===== src/rtl/lgate_truth_scanner.sv =====
// rtl/lgate_truth_scanner.sv - drives {a,b}=00..11 into the gate block and captures a 4-entry truth table
// Optional self-check is compiled in when LGATE_SCAN_CHECK_EN is defined (adds mismatch[3:0] and pass ports).
module lgate_truth_scanner #(
   parameter int SETTLE_CYCLES = 2,
   parameter int CNT_W         = 4
) (
   input  logic         clk,
   input  logic         rst,
   input  logic         start,
   output logic         a_out,
   output logic         b_out,
   input  logic [6:0]   y_in,
   input  logic [1:0]   rd_idx,
   output logic [6:0]   rd_data,
   output logic         busy,
   output logic         done,
   output logic         table_valid
`ifdef LGATE_SCAN_CHECK_EN
   ,
   output logic [3:0]   mismatch,
   output logic         pass
`endif
);

   typedef enum logic [1:0] {
      IDLE   = 2'd0,
      SETTLE = 2'd1,
      CAPT   = 2'd2,
      DONE   = 2'd3
   } state_t;

   // Last settle count before the capture cycle; the vector is held one extra cycle in CAPT.
   localparam logic [CNT_W-1:0] CNT_LAST = CNT_W'(SETTLE_CYCLES - 1);

   state_t            state;
   state_t            state_nxt;
   logic [CNT_W-1:0]  cnt;
   logic [1:0]        idx;
   logic [6:0]        tbl [4];

   // State register
   always_ff @(posedge clk) begin
      if (rst) begin
         state <= IDLE;
      end else begin
         state <= state_nxt;
      end
   end

   // Next-state and state-decoded status outputs
   always_comb begin
      state_nxt = state;
      busy      = 1'b0;
      done      = 1'b0;
      case (state)
         IDLE: begin
            if (start) begin
               state_nxt = SETTLE;
            end
         end
         SETTLE: begin
            busy = 1'b1;
            if (cnt == CNT_LAST) begin
               state_nxt = CAPT;
            end
         end
         CAPT: begin
            busy      = 1'b1;
            state_nxt = (idx == 2'd3) ? DONE : SETTLE;
         end
         DONE: begin
            done      = 1'b1;
            state_nxt = IDLE;
         end
         default: begin
            state_nxt = IDLE;
         end
      endcase
   end

   // Vector drive, settle counting and table capture
   always_ff @(posedge clk) begin
      if (rst) begin
         idx         <= 2'd0;
         cnt         <= '0;
         a_out       <= 1'b0;
         b_out       <= 1'b0;
         table_valid <= 1'b0;
         for (int i = 0; i < 4; i++) begin
            tbl[i] <= 7'h00;
         end
      end else begin
         case (state)
            IDLE: begin
               if (start) begin
                  idx            <= 2'd0;
                  cnt            <= '0;
                  {a_out, b_out} <= 2'b00;
                  table_valid    <= 1'b0;
               end
            end
            SETTLE: begin
               cnt <= cnt + CNT_W'(1);
            end
            CAPT: begin
               tbl[idx] <= y_in;
               // The last vector stays on the gate inputs until the next scan starts.
               if (idx != 2'd3) begin
                  idx            <= idx + 2'd1;
                  {a_out, b_out} <= idx + 2'd1;
                  cnt            <= '0;
               end
            end
            DONE: begin
               table_valid <= 1'b1;
            end
            default: begin
            end
         endcase
      end
   end

   // Table read port is combinational so the display can scan it at any time
   always_comb begin
      rd_data = tbl[rd_idx];
   end

`ifdef LGATE_SCAN_CHECK_EN
   logic [6:0] y_exp;

   // Reference truth of the gate block for the vector currently driven
   always_comb begin
      y_exp = {~a_out, ~(a_out ^ b_out), ~(a_out | b_out), ~(a_out & b_out),
               a_out | b_out, a_out ^ b_out, a_out & b_out};
   end

   // Per-vector mismatch flags and the scan verdict
   always_ff @(posedge clk) begin
      if (rst) begin
         mismatch <= 4'b0000;
         pass     <= 1'b0;
      end else if (state == IDLE && start) begin
         mismatch <= 4'b0000;
         pass     <= 1'b0;
      end else if (state == CAPT) begin
         if (y_in != y_exp) begin
            mismatch[idx] <= 1'b1;
         end
      end else if (state == DONE) begin
         // The final capture's flag is already registered by the time DONE is reached.
         pass <= (mismatch == 4'b0000);
      end
   end
`endif

endmodule


===== config.mk =====
export PLATFORM = sky130hd
export DESIGN_NAME = lgate_truth_scanner
export DESIGN_NICKNAME = d
export VERILOG_FILES = /design/src/rtl/lgate_truth_scanner.sv
export SDC_FILE = /design/constraint.sdc
export NUM_CORES = 1
export LEC_CHECK = 0
export BUFFER_PORTS_ARGS = -buffer_cell sky130_fd_sc_hd__clkbuf_2
export CAP_MARGIN = 15
export CORE_MARGIN = 5
export CORE_UTILIZATION = 55
export CTS_BUF_LIST = sky130_fd_sc_hd__clkbuf_4 sky130_fd_sc_hd__clkbuf_8
export DETAILED_ROUTE_END_ITERATION = 6
export HOLD_SLACK_MARGIN = 0.1
export PLACE_DENSITY = 0.77
export SETUP_SLACK_MARGIN = 0.5
export SYNTH_ARGS = -nofsm -noshare
export SYNTH_HDL_FRONTEND = slang
export SYNTH_SLANG_ARGS = --single-unit

===== constraint.sdc =====
create_clock -name clk -period 2.3 [get_ports clk]
set_input_delay 0.345 -clock clk [delete_from_list [all_inputs] [get_ports clk]]
set_output_delay 0.345 -clock clk [all_outputs]
set_load 0.05 [all_outputs]

==> results of run 1 <==
-- layout make-up --
class	count	area, µm²	area share, %
Clock buffer	6	45.0	2.17
Clock inverter	2	10.0	0.482
Inverter	7	26.3	1.26
Multi-Input combinational cell	90	752	36.2
Sequential cell	37	1020	49.2
Tap cell	44	55.1	2.65
Timing Repair Buffer	28	168	8.07
-- cell families (layout without fill, tap and decap cells) --
family	after synthesis	in the layout	share of synthesized area, %
AOI/OAI and AO/OA	20	20	8.36
adders and majority gates	7	7	4.83
buffers and inverters	13	43	2.90
DFF	37	37	56.4
muxes	7	7	8.70
and+or+nand+nor	56	56	18.9
-- sequential cells by signal, summed over array words and instances, names as in the netlist --
register / cells
tbl: 28
b_out: 1
cnt: 4
table_valid: 1
a_out: 1
state: 2
-- worst register-to-register path: stages (launching register included) --
cell,delay [ns]
dfxtp_2,0.36
inv_1,0.08
ha_1,0.23
buf_4,0.17
and2b_2,0.26
and3_4,0.23
and2_1,0.16
-- power groups by stage --
stage	clock (mW)	combinational, mW	sequential [mW]
after floorplan	0	0.366	0.827
after global placement	0	0.459	0.822
after detailed placement	0	0.471	0.829
after CTS	0.341	0.474	0.813
after global routing	0.384	0.538	0.821
final	0.336	0.498	0.814
-- worst max path at each step --
stage | end | startpoint
after floorplan | tbl[2][0] | a_out
after global placement | tbl[1][4] | state[0]
after detailed placement | tbl[1][2] | state[0]
after CTS | rd_data[5] | tbl[3][5]
after global routing | rd_data[0] | tbl[3][0]
final | rd_data[5] | tbl[3][5]
-- through the flow --
step	power [mW]	hold slack (ns)	setup slack, ns	std cells	instance area, µm²
2_1_floorplan	1.19	0.461	0.562	140	1810
3_3_place_gp	1.28	0.479	0.506	205	1990
3_5_place_dp	1.30	0.491	0.436	205	1990
4_1_cts	1.63	0.236	0.500	213	2050
5_1_grt	1.74	0.238	0.500	214	2080
6_report	1.65	0.240	0.536	214	2080
-- metal layers --
layer | vias to the layer above | part of all wire (%)
li1 | 582 | -
met5 | - | 0
met2 | 44 | 49
met1 | 601 | 43
met3 | 4 | 7.4
met4 | 0 | 0.81
-- what timing repair did --
action | 4_1_cts | 5_1_grt
endpoints found under the hold margin | 0 | 0
resized for setup | 4 | 19
setup endpoints to repair | 9 | 23
setup buffers | 0 | 1
-- placed cells by master (no fill, tap or decap), types with 2 or more instances in the layout --
master,instances
a21oi_1,5
and2_1,29
buf_4,11
clkbuf_2,16
clkbuf_4,6
clkinv_2,2
dfxtp_1,8
edfxtp_1,28
ha_1,6
inv_1,7
mux4_2,7
nand2_1,4
nand2b_1,2
nand3_1,4
nand4_1,3
nor2b_1,4
o31ai_1,4
o32ai_1,2
==> impl_metrics.yaml, run 1 <==
floorplan:
  core_um2: 3100
  row_count: 20
  ios: 24
  die-area_um2: 4540
  die_w_um: 67.4
  dieHeight_um: 67.4
  start_util_pct: 58.4
timing:
  fin_crit_ns: 1.76
  rsz0062_at_grt: "no"
  timing.fmax_ghz: 0.567
  finalClockSkew_ns: 0.0103
  period_share_pct: 76.7
  setup_viol: 0
  slew_violations: 0
  hold_violations: 0
  fin_setup_tns_ns: 0
  tightest_slew_ns: 0.516
  slew_headroom_pct: 65.5
critical_path:
  r2r-start: "state[0]"
  reg2regPathDepth: 6
  critical_path_class: "flip-flop to output pin"
  critPathRequiredTime_ns: 1.96
  arrival_ns: 1.42
  max_stage_delay_ns: 0.46
  cp_max_fo: 1
  path_cells: "mux4_2, buf_2"
  timing.rr.end: "tbl[1][2]"
  crit_cells: 2
  ff2ff_setup_slack_ns: 0.58
  crit_path_end_kind: "output pin"
  path_delay_family: "multiplexers"
  slowest_stage: "mux4_2"
  critPathLaunchType: "flip-flop"
  critPathBufInv: 1
global_routing:
  top_usage_layer: "met2"
  first_global_vias: 1150
  grt_max_degree: 15
  antenna_found_initial: 0
  grt-ovfl-total: 0
  grt_use_met1_pct: 24.2
  grt_use_total_pct: 17.7
  use_met3_pct: 4.33
  globalRouteMet2Util_pct: 28.2
  grt_pass1_wl_um: 5800
place:
  port_buffers: 23
  detailed_place_hpwl_um: 2660
  gp_congestion: 0.779
power:
  p_leak_nw: 0.826
  irDropWorstVdd_mv: 0.759
  pwr-share-clk_pct: 20.4
  switching_share_pct: 34.2
  net-switching-power_mw: 0.564
  sequentialPowerShare_pct: 49.4
  comb_power_share_pct: 30.2
  power.internal_mw: 1.08
  powerDensity_nw_per_um2: 793
routing:
  viasPerCell: 5.75
  final_antenna_net_count: 0
  totalWireLength_um: 3570
  route.detailed.drc: 0
  wl_per_cell_um: 16.7
  vias: 1231
  dr.pass1.iters: 4
  first_iter_violations: 79
clock_network:
  clk_latency_ns: 0.34
  clockBufferDepth: 2
  cts_htree_levels: 2
  cts_tree: "built"
  cts_hold_buf: 0
  cts_made_buffers: 5
  clock-root-buffer: "clkbuf_4"
  clk_pin_slew_ns: 0.12
  cts_sinks: 37
finish:
  n_antenna_cell: 0
  drive_gt1_share_pct: 31.2
  n_fill_cell: 263
  fin_util_pct: 67.0
  nets: 188
  area_growth_pct: 14.7
synth:
  synth_top_area_share_pct: 46.4
  synth-async-reset-ratio_pct: 0
  synth_most_common_cell: "and2_1"
  ys_warn_count: 0
  ys_seq_area_share_pct: 56.4
  synth_nets: 159
  synth_commonest_cells: "and2_1 (29), edfxtp_1 (28), dfxtp_1 (9)"
  synthCells: 140
  ys_ff_latch: 37
  syn_area_um2: 1810
  syn_area_per_cell_um2: 12.9
  synth-edff-count: 28
  synth_flop_cell: "edfxtp_1"
  synthTopCellsByArea: "edfxtp_1 (46%), and2_1 (10%), dfxtp_1 (9.9%)"
  yosysTopAreaCell: "edfxtp_1"
  synth_cell_types: 34
run:
  cap_violations: 0
min_path:
  holdCritPathClass: "primary input to flip-flop"
  whs_endpoint: "table_valid"
  hp-start: "start"
  whs_path_depth: 2
status:
  status: "completed"
Note: power is estimated with default switching activity, not from simulation.
==> inputs of run 2 (changes only) <==
Settings changed: ABC_AREA from default to 1.
Clock period 2.3 ns to 1.8 ns, I/O delays scaled along.
==> run 2 against run 1 <==
Sequential cell count stayed put. Total power is 92% higher. Non-clock buffer count is 23 higher. Critical path type unchanged. Largest power group is now combinational cells.
==> impl_metrics.yaml, run 2 <==
place:
  port_buffers: 23
  place_ws_ns: 0.242
  dp.cells: 261
  gp_congestion: 0.845
  detailed_place_hpwl_um: 2830
synth:
  synth_flop_cell: "edfxtp_1"
  synth_top_area_share_pct: 47.1
  syn_area_um2: 1780
  synthTopCellsByArea: "edfxtp_1 (47%), dfxtp_1 (10%), nor2_1 (10%)"
  synth-edff-count: 28
  ys_ff_latch: 37
  ys_seq_area_share_pct: 57.2
  synth_nets: 214
  synthCells: 195
  yosysTopAreaCell: "edfxtp_1"
  ys_warn_count: 0
  synth_most_common_cell: "nor2_1"
  syn_area_per_cell_um2: 9.15
  synth_commonest_cells: "nor2_1 (48), edfxtp_1 (28), nand2_1 (28)"
  synth_cell_types: 22
  synth-async-reset-ratio_pct: 0
timing:
  slew_headroom_pct: 80.3
  rsz0062_at_grt: "yes"
  slew_violations: 0
  timing.fmax_ghz: 0.643
  fin_crit_ns: 1.56
  fin_setup_tns_ns: 0
  setup_viol: 0
  hold_violations: 0
  worst_slack_ns: 0.245
  period_share_pct: 86.4
  tightest_slew_ns: 0.297
  finalClockSkew_ns: 0.0212
finish:
  nets: 269
  n_antenna_cell: 0
  area_growth_pct: 61.2
  top_regs: "tbl: 28 flops, cnt: 4 flops, state: 2 flops"
  multiInputGateArea_um2: 1150
  regArea_um2: 1040
  drive_gt1_share_pct: 61.0
  layout_common_cells: "edfxtp_1 (28), nor2_1 (20), nand2_1 (18), buf_4 (18), nor2_2 (17)"
  post_layout_nonfiller_instances: 295
  n_fill_cell: 88
  final_common_cell: "edfxtp_1"
  largest_register_ffs: 28
  regMostFlops: "tbl"
critical_path:
  ff2ff_setup_slack_ns: 0.28
  cp_max_fo: 1
  slowest_stage: "edfxtp_1"
  crit_path_end_kind: "output pin"
  crit_cells: 3
  path_cells: "o21ai_2, o22ai_4, clkbuf_8"
  critPathLaunchType: "flip-flop"
  crit_start: "tbl[2][6]"
  critPathBufInv: 1
  max_stage_delay_ns: 0.45
  path_delay_family: "flip-flops"
  endpoint: "rd_data[6]"
  timing.rr.end: "tbl[2][0]"
  critPathRequiredTime_ns: 1.53
  reg2regPathDepth: 7
  critical_path_class: "flip-flop to output pin"
  r2r-start: "state[0]"
  arrival_ns: 1.29
routing:
  first_iter_violations: 202
  final_antenna_net_count: 0
  wl_per_cell_um: 23.3
  dr.pass1.iters: 4
  route.detailed.drc: 0
  viasPerCell: 6.17
  totalWireLength_um: 6870
  vias: 1819
power:
  power.internal_mw: 1.82
  p_leak_nw: 1.14
  pwr-share-clk_pct: 14.9
  comb_power_share_pct: 48.0
  sequentialPowerShare_pct: 37.1
  irDropWorstVdd_mv: 1.31
  net-switching-power_mw: 1.35
  switching_share_pct: 42.5
  powerDensity_nw_per_um2: 1100
run:
  cap_violations: 0
clock_network:
  clk_latency_ns: 0.36
  cts_tree: "built"
  cts_htree_levels: 2
  clockBufferDepth: 2
  cts_made_buffers: 5
  clock-root-buffer: "clkbuf_4"
  cts_sinks: 37
  clk_pin_slew_ns: 0.13
floorplan:
  die_w_um: 67.0
  dieHeight_um: 67.0
  die-area_um2: 4480
  ios: 24
  core_um2: 3080
  start_util_pct: 58.0
  row_count: 20
min_path:
  holdCritPathClass: "primary input to flip-flop"
global_routing:
  first_global_vias: 1645
  grt_max_degree: 15
  grt_pass1_wl_um: 7890
  grt_use_total_pct: 24.6
  antenna_found_initial: 0
  grt-ovfl-total: 0
status:
  status: "completed"
## run 2: final cells by class
class                      instances  share of cell area [%]
multi-input combinational        133                    40.2
timing repair buffer              51                    16.4
tap                               44                    1.91
inverter                          22                    3.44
clock inverter                     1                   0.174
clock buffer                       7                    1.83
sequential                        37                    36.0
## run 2: how the worst min path moves through the flow
| stage | startpoint | endpoint | slack [ns] | depth (start not counted) |
|---|---|---|---|---|
| 4_1_cts | rst | state[1] | 0.15 | 2 |
| 5_1_grt | rst | cnt[2] | 0.14 | 2 |
| 6_report | rst | cnt[2] | 0.15 | 2 |
| 3_5_place_dp | table_valid | table_valid | 0.47 | 2 |
| 3_3_place_gp | table_valid | table_valid | 0.46 | 2 |
| 2_1_floorplan | rst | state[1] | 0.33 | 1 |
## run 2: power groups by stage
stage	sequential, mW	combinational [mW]	clock (mW)
2_1_floorplan	1.20	0.621	0
3_3_place_gp	1.14	0.822	0
3_5_place_dp	1.14	0.857	0
4_1_cts	1.15	1.11	0.452
5_1_grt	1.18	1.61	0.500
6_report	1.18	1.52	0.473
## run 2: kinds of logic after synthesis
logic type / after synthesis / synth area share, %
compound gates: 29 / 9.05
xor+xnor: 1 / 0.491
fa+ha+maj: 7 / 4.91
buf+inv: 25 / 5.47
flops: 37 / 57.2
simple gates: 96 / 22.9
## run 2: metrics by stage
| step | hold slack (ns) | utilization (%) | power, mW | area (µm²) |
|---|---|---|---|---|
| global route | 0.139 | 93.4 | 3.29 | 2880 |
| detailed placement | 0.471 | 68.0 | 2.00 | 2090 |
| global placement | 0.455 | 68.0 | 1.96 | 2090 |
| floorplan | 0.332 | - | 1.82 | 1920 |
| CTS | 0.151 | 82.3 | 2.71 | 2530 |
| finish | 0.150 | 93.4 | 3.17 | 2880 |
## run 2: timing repair
action / 4_1_cts / 5_1_grt
hold buffers: 0 / 0
pin swaps: 19 / 18
endpoints found under the hold margin: 0 / 0
endpoints found under the setup margin: 64 / 67
resized for setup: 84 / 68
buffers inserted: 12 / 14
## run 2: routing by layer
metal	up-vias	global-route usage (%)	share of wire, %
li1	763	-	-
met1	875	27.7	35
met2	138	43.2	53
met3	43	6.24	6.4
met4	0	10.9	6.0
met5	-	0	0
==> inputs of run 3 (changes only) <==
Settings changed: CORE_ASPECT_RATIO from default to 0.9.
==> run 3 against run 2 <==
Routed wire length decreased by 9.5%. Clock skew decreased by 0.0091 ns. Cell count decreased by 4.7%. Clock-buffer cell count unchanged. Combinational power decreased by 3%. Critical path type unchanged. Critical endpoint is now rd_data[0]. Largest cell class unchanged.
==> impl_metrics.yaml, run 3 (synthesized netlist as in run 2, its figures left out) <==
critical_path:
  reg2regPathDepth: 6
  critical_path_class: "flip-flop to output pin"
  critPathRequiredTime_ns: 1.53
  arrival_ns: 1.28
  critPathLaunchType: "flip-flop"
  crit_path_end_kind: "output pin"
  cp_max_fo: 1
  ff2ff_setup_slack_ns: 0.32
  r2r-start: "state[0]"
  timing.rr.end: "tbl[0][2]"
floorplan:
  ios: 24
  row_count: 19
  dieHeight_um: 64.0
  die-area_um2: 4480
  start_util_pct: 57.7
  die_w_um: 70.0
  core_um2: 3090
finish:
  drive_gt1_share_pct: 59.0
  area_growth_pct: 57.4
  regArea_um2: 1040
  nets: 257
  multiInputGateArea_um2: 1170
  regMostFlops: "tbl"
  n_antenna_cell: 0
  top_regs: "tbl: 28 flops, cnt: 4 flops, state: 2 flops"
  largest_register_ffs: 28
  layout_common_cells: "edfxtp_1 (28), nor2_1 (23), nand2_1 (16)"
  fin_area_um2: 2810
  final_common_cell: "edfxtp_1"
  n_fill_cell: 103
timing:
  timing.fmax_ghz: 0.644
  hold_violations: 0
  fin_setup_tns_ns: 0
  period_share_pct: 86.3
  worst_slack_ns: 0.247
  finalClockSkew_ns: 0.0122
  tightest_slew_ns: 0.275
  rsz0062_at_grt: "yes"
  setup_viol: 0
  fin_crit_ns: 1.55
  slew_headroom_pct: 81.7
  holdWs_ns: 0.141
  slew_violations: 0
global_routing:
  grt_use_met1_pct: 25.8
  antenna_found_initial: 0
  globalRouteMet2Util_pct: 40.4
  first_global_vias: 1622
  grt_use_total_pct: 22.7
  use_met3_pct: 4.39
  grt_max_degree: 15
  grt_pass1_wl_um: 7770
  grt-ovfl-total: 0
  top_usage_layer: "met2"
min_path:
  whs_path_depth: 2
  hp-start: "rst"
  whs_endpoint: "state[1]"
  holdCritPathClass: "primary input to flip-flop"
clock_network:
  cts_made_buffers: 5
  cts_htree_levels: 2
  clk_pin_slew_ns: 0.12
  cts_tree: "built"
  clk_latency_ns: 0.36
  clock-root-buffer: "clkbuf_4"
  clockBufferDepth: 2
  cts_sinks: 37
routing:
  route.detailed.drc: 0
  first_iter_violations: 143
  wl_per_cell_um: 22.1
  vias: 1734
  final_antenna_net_count: 0
  dr.pass1.iters: 5
  totalWireLength_um: 6220
  viasPerCell: 6.17
place:
  port_buffers: 23
  place_ws_ns: 0.230
  gp_congestion: 0.789
  placed_area_um2: 2090
  detailed_place_hpwl_um: 2820
power:
  powerDensity_nw_per_um2: 1130
  power.internal_mw: 1.84
  p_leak_nw: 1.06
  comb_power_share_pct: 46.3
  sequentialPowerShare_pct: 37.5
  net-switching-power_mw: 1.33
  irDropWorstVdd_mv: 1.53
  pwr-share-clk_pct: 16.2
  switching_share_pct: 41.9
status:
  status: "completed"
run:
  cap_violations: 0
[run 3: cell count changes in the layout (fill, tap and decap cells not counted), sizes merged]
cell      change
buf          -12
clkinv        -1
clkinvlp      +1
[run 3: layout make-up]
cell class	count	area share, %
Inverter	22	3.56
Clock buffer	7	2.32
Timing Repair Buffer	39	13.5
Multi-Input combinational cell	133	41.6
Sequential cell	37	36.9
Tap cell	42	1.87
Clock inverter	1	0.178
[run 3: timing repair]
action	in CTS	in global routing
gates cloned	0	0
buffers inserted	11	3
setup endpoints to repair	65	59
hold endpoints to repair	0	0
pin swaps	25	17
hold buffers	0	0
gates resized for setup	93	54
[run 3: how the worst max path moves through the flow]
stage,startpoint,to,slack [ns]
2_1_floorplan,rd_idx[0],rd_data[1],0.46
3_3_place_gp,rd_idx[0],rd_data[4],0.29
3_5_place_dp,rd_idx[0],rd_data[3],0.23
4_1_cts,tbl[2][0],rd_data[0],0.30
5_1_grt,tbl[2][6],rd_data[6],0.21
6_report,tbl[1][0],rd_data[0],0.25
[run 3: metal layers]
metal	vias up	wire (µm)	part of all wire [%]
met5	-	0	0
met4	0	278	4.5
met3	24	577	9.3
met2	129	3270	53
met1	840	2100	34
li1	741	-	-
[run 3: stage by stage]
stage | power (mW) | cells | util (%)
floorplan | 1.82 | 195 | -
global placement | 1.95 | 259 | 67.7
detailed placement | 2.00 | 259 | 67.7
CTS | 2.81 | 278 | 83.7
global route | 3.29 | 281 | 90.9
finish | 3.17 | 281 | 90.9
[run 3: power by group through the flow]
stage | clock, mW | combinational (mW) | sequential, mW
floorplan | 0 | 0.621 | 1.20
global placement | 0 | 0.819 | 1.14
detailed placement | 0 | 0.860 | 1.14
CTS | 0.491 | 1.17 | 1.15
global route | 0.551 | 1.54 | 1.20
finish | 0.515 | 1.47 | 1.19
[run 3: worst max-delay path, cell delays in order (launching register included)]
cell      delay [ns]
edfxtp_1        0.43
o21ai_2         0.21
o22ai_4         0.10
clkbuf_8        0.19
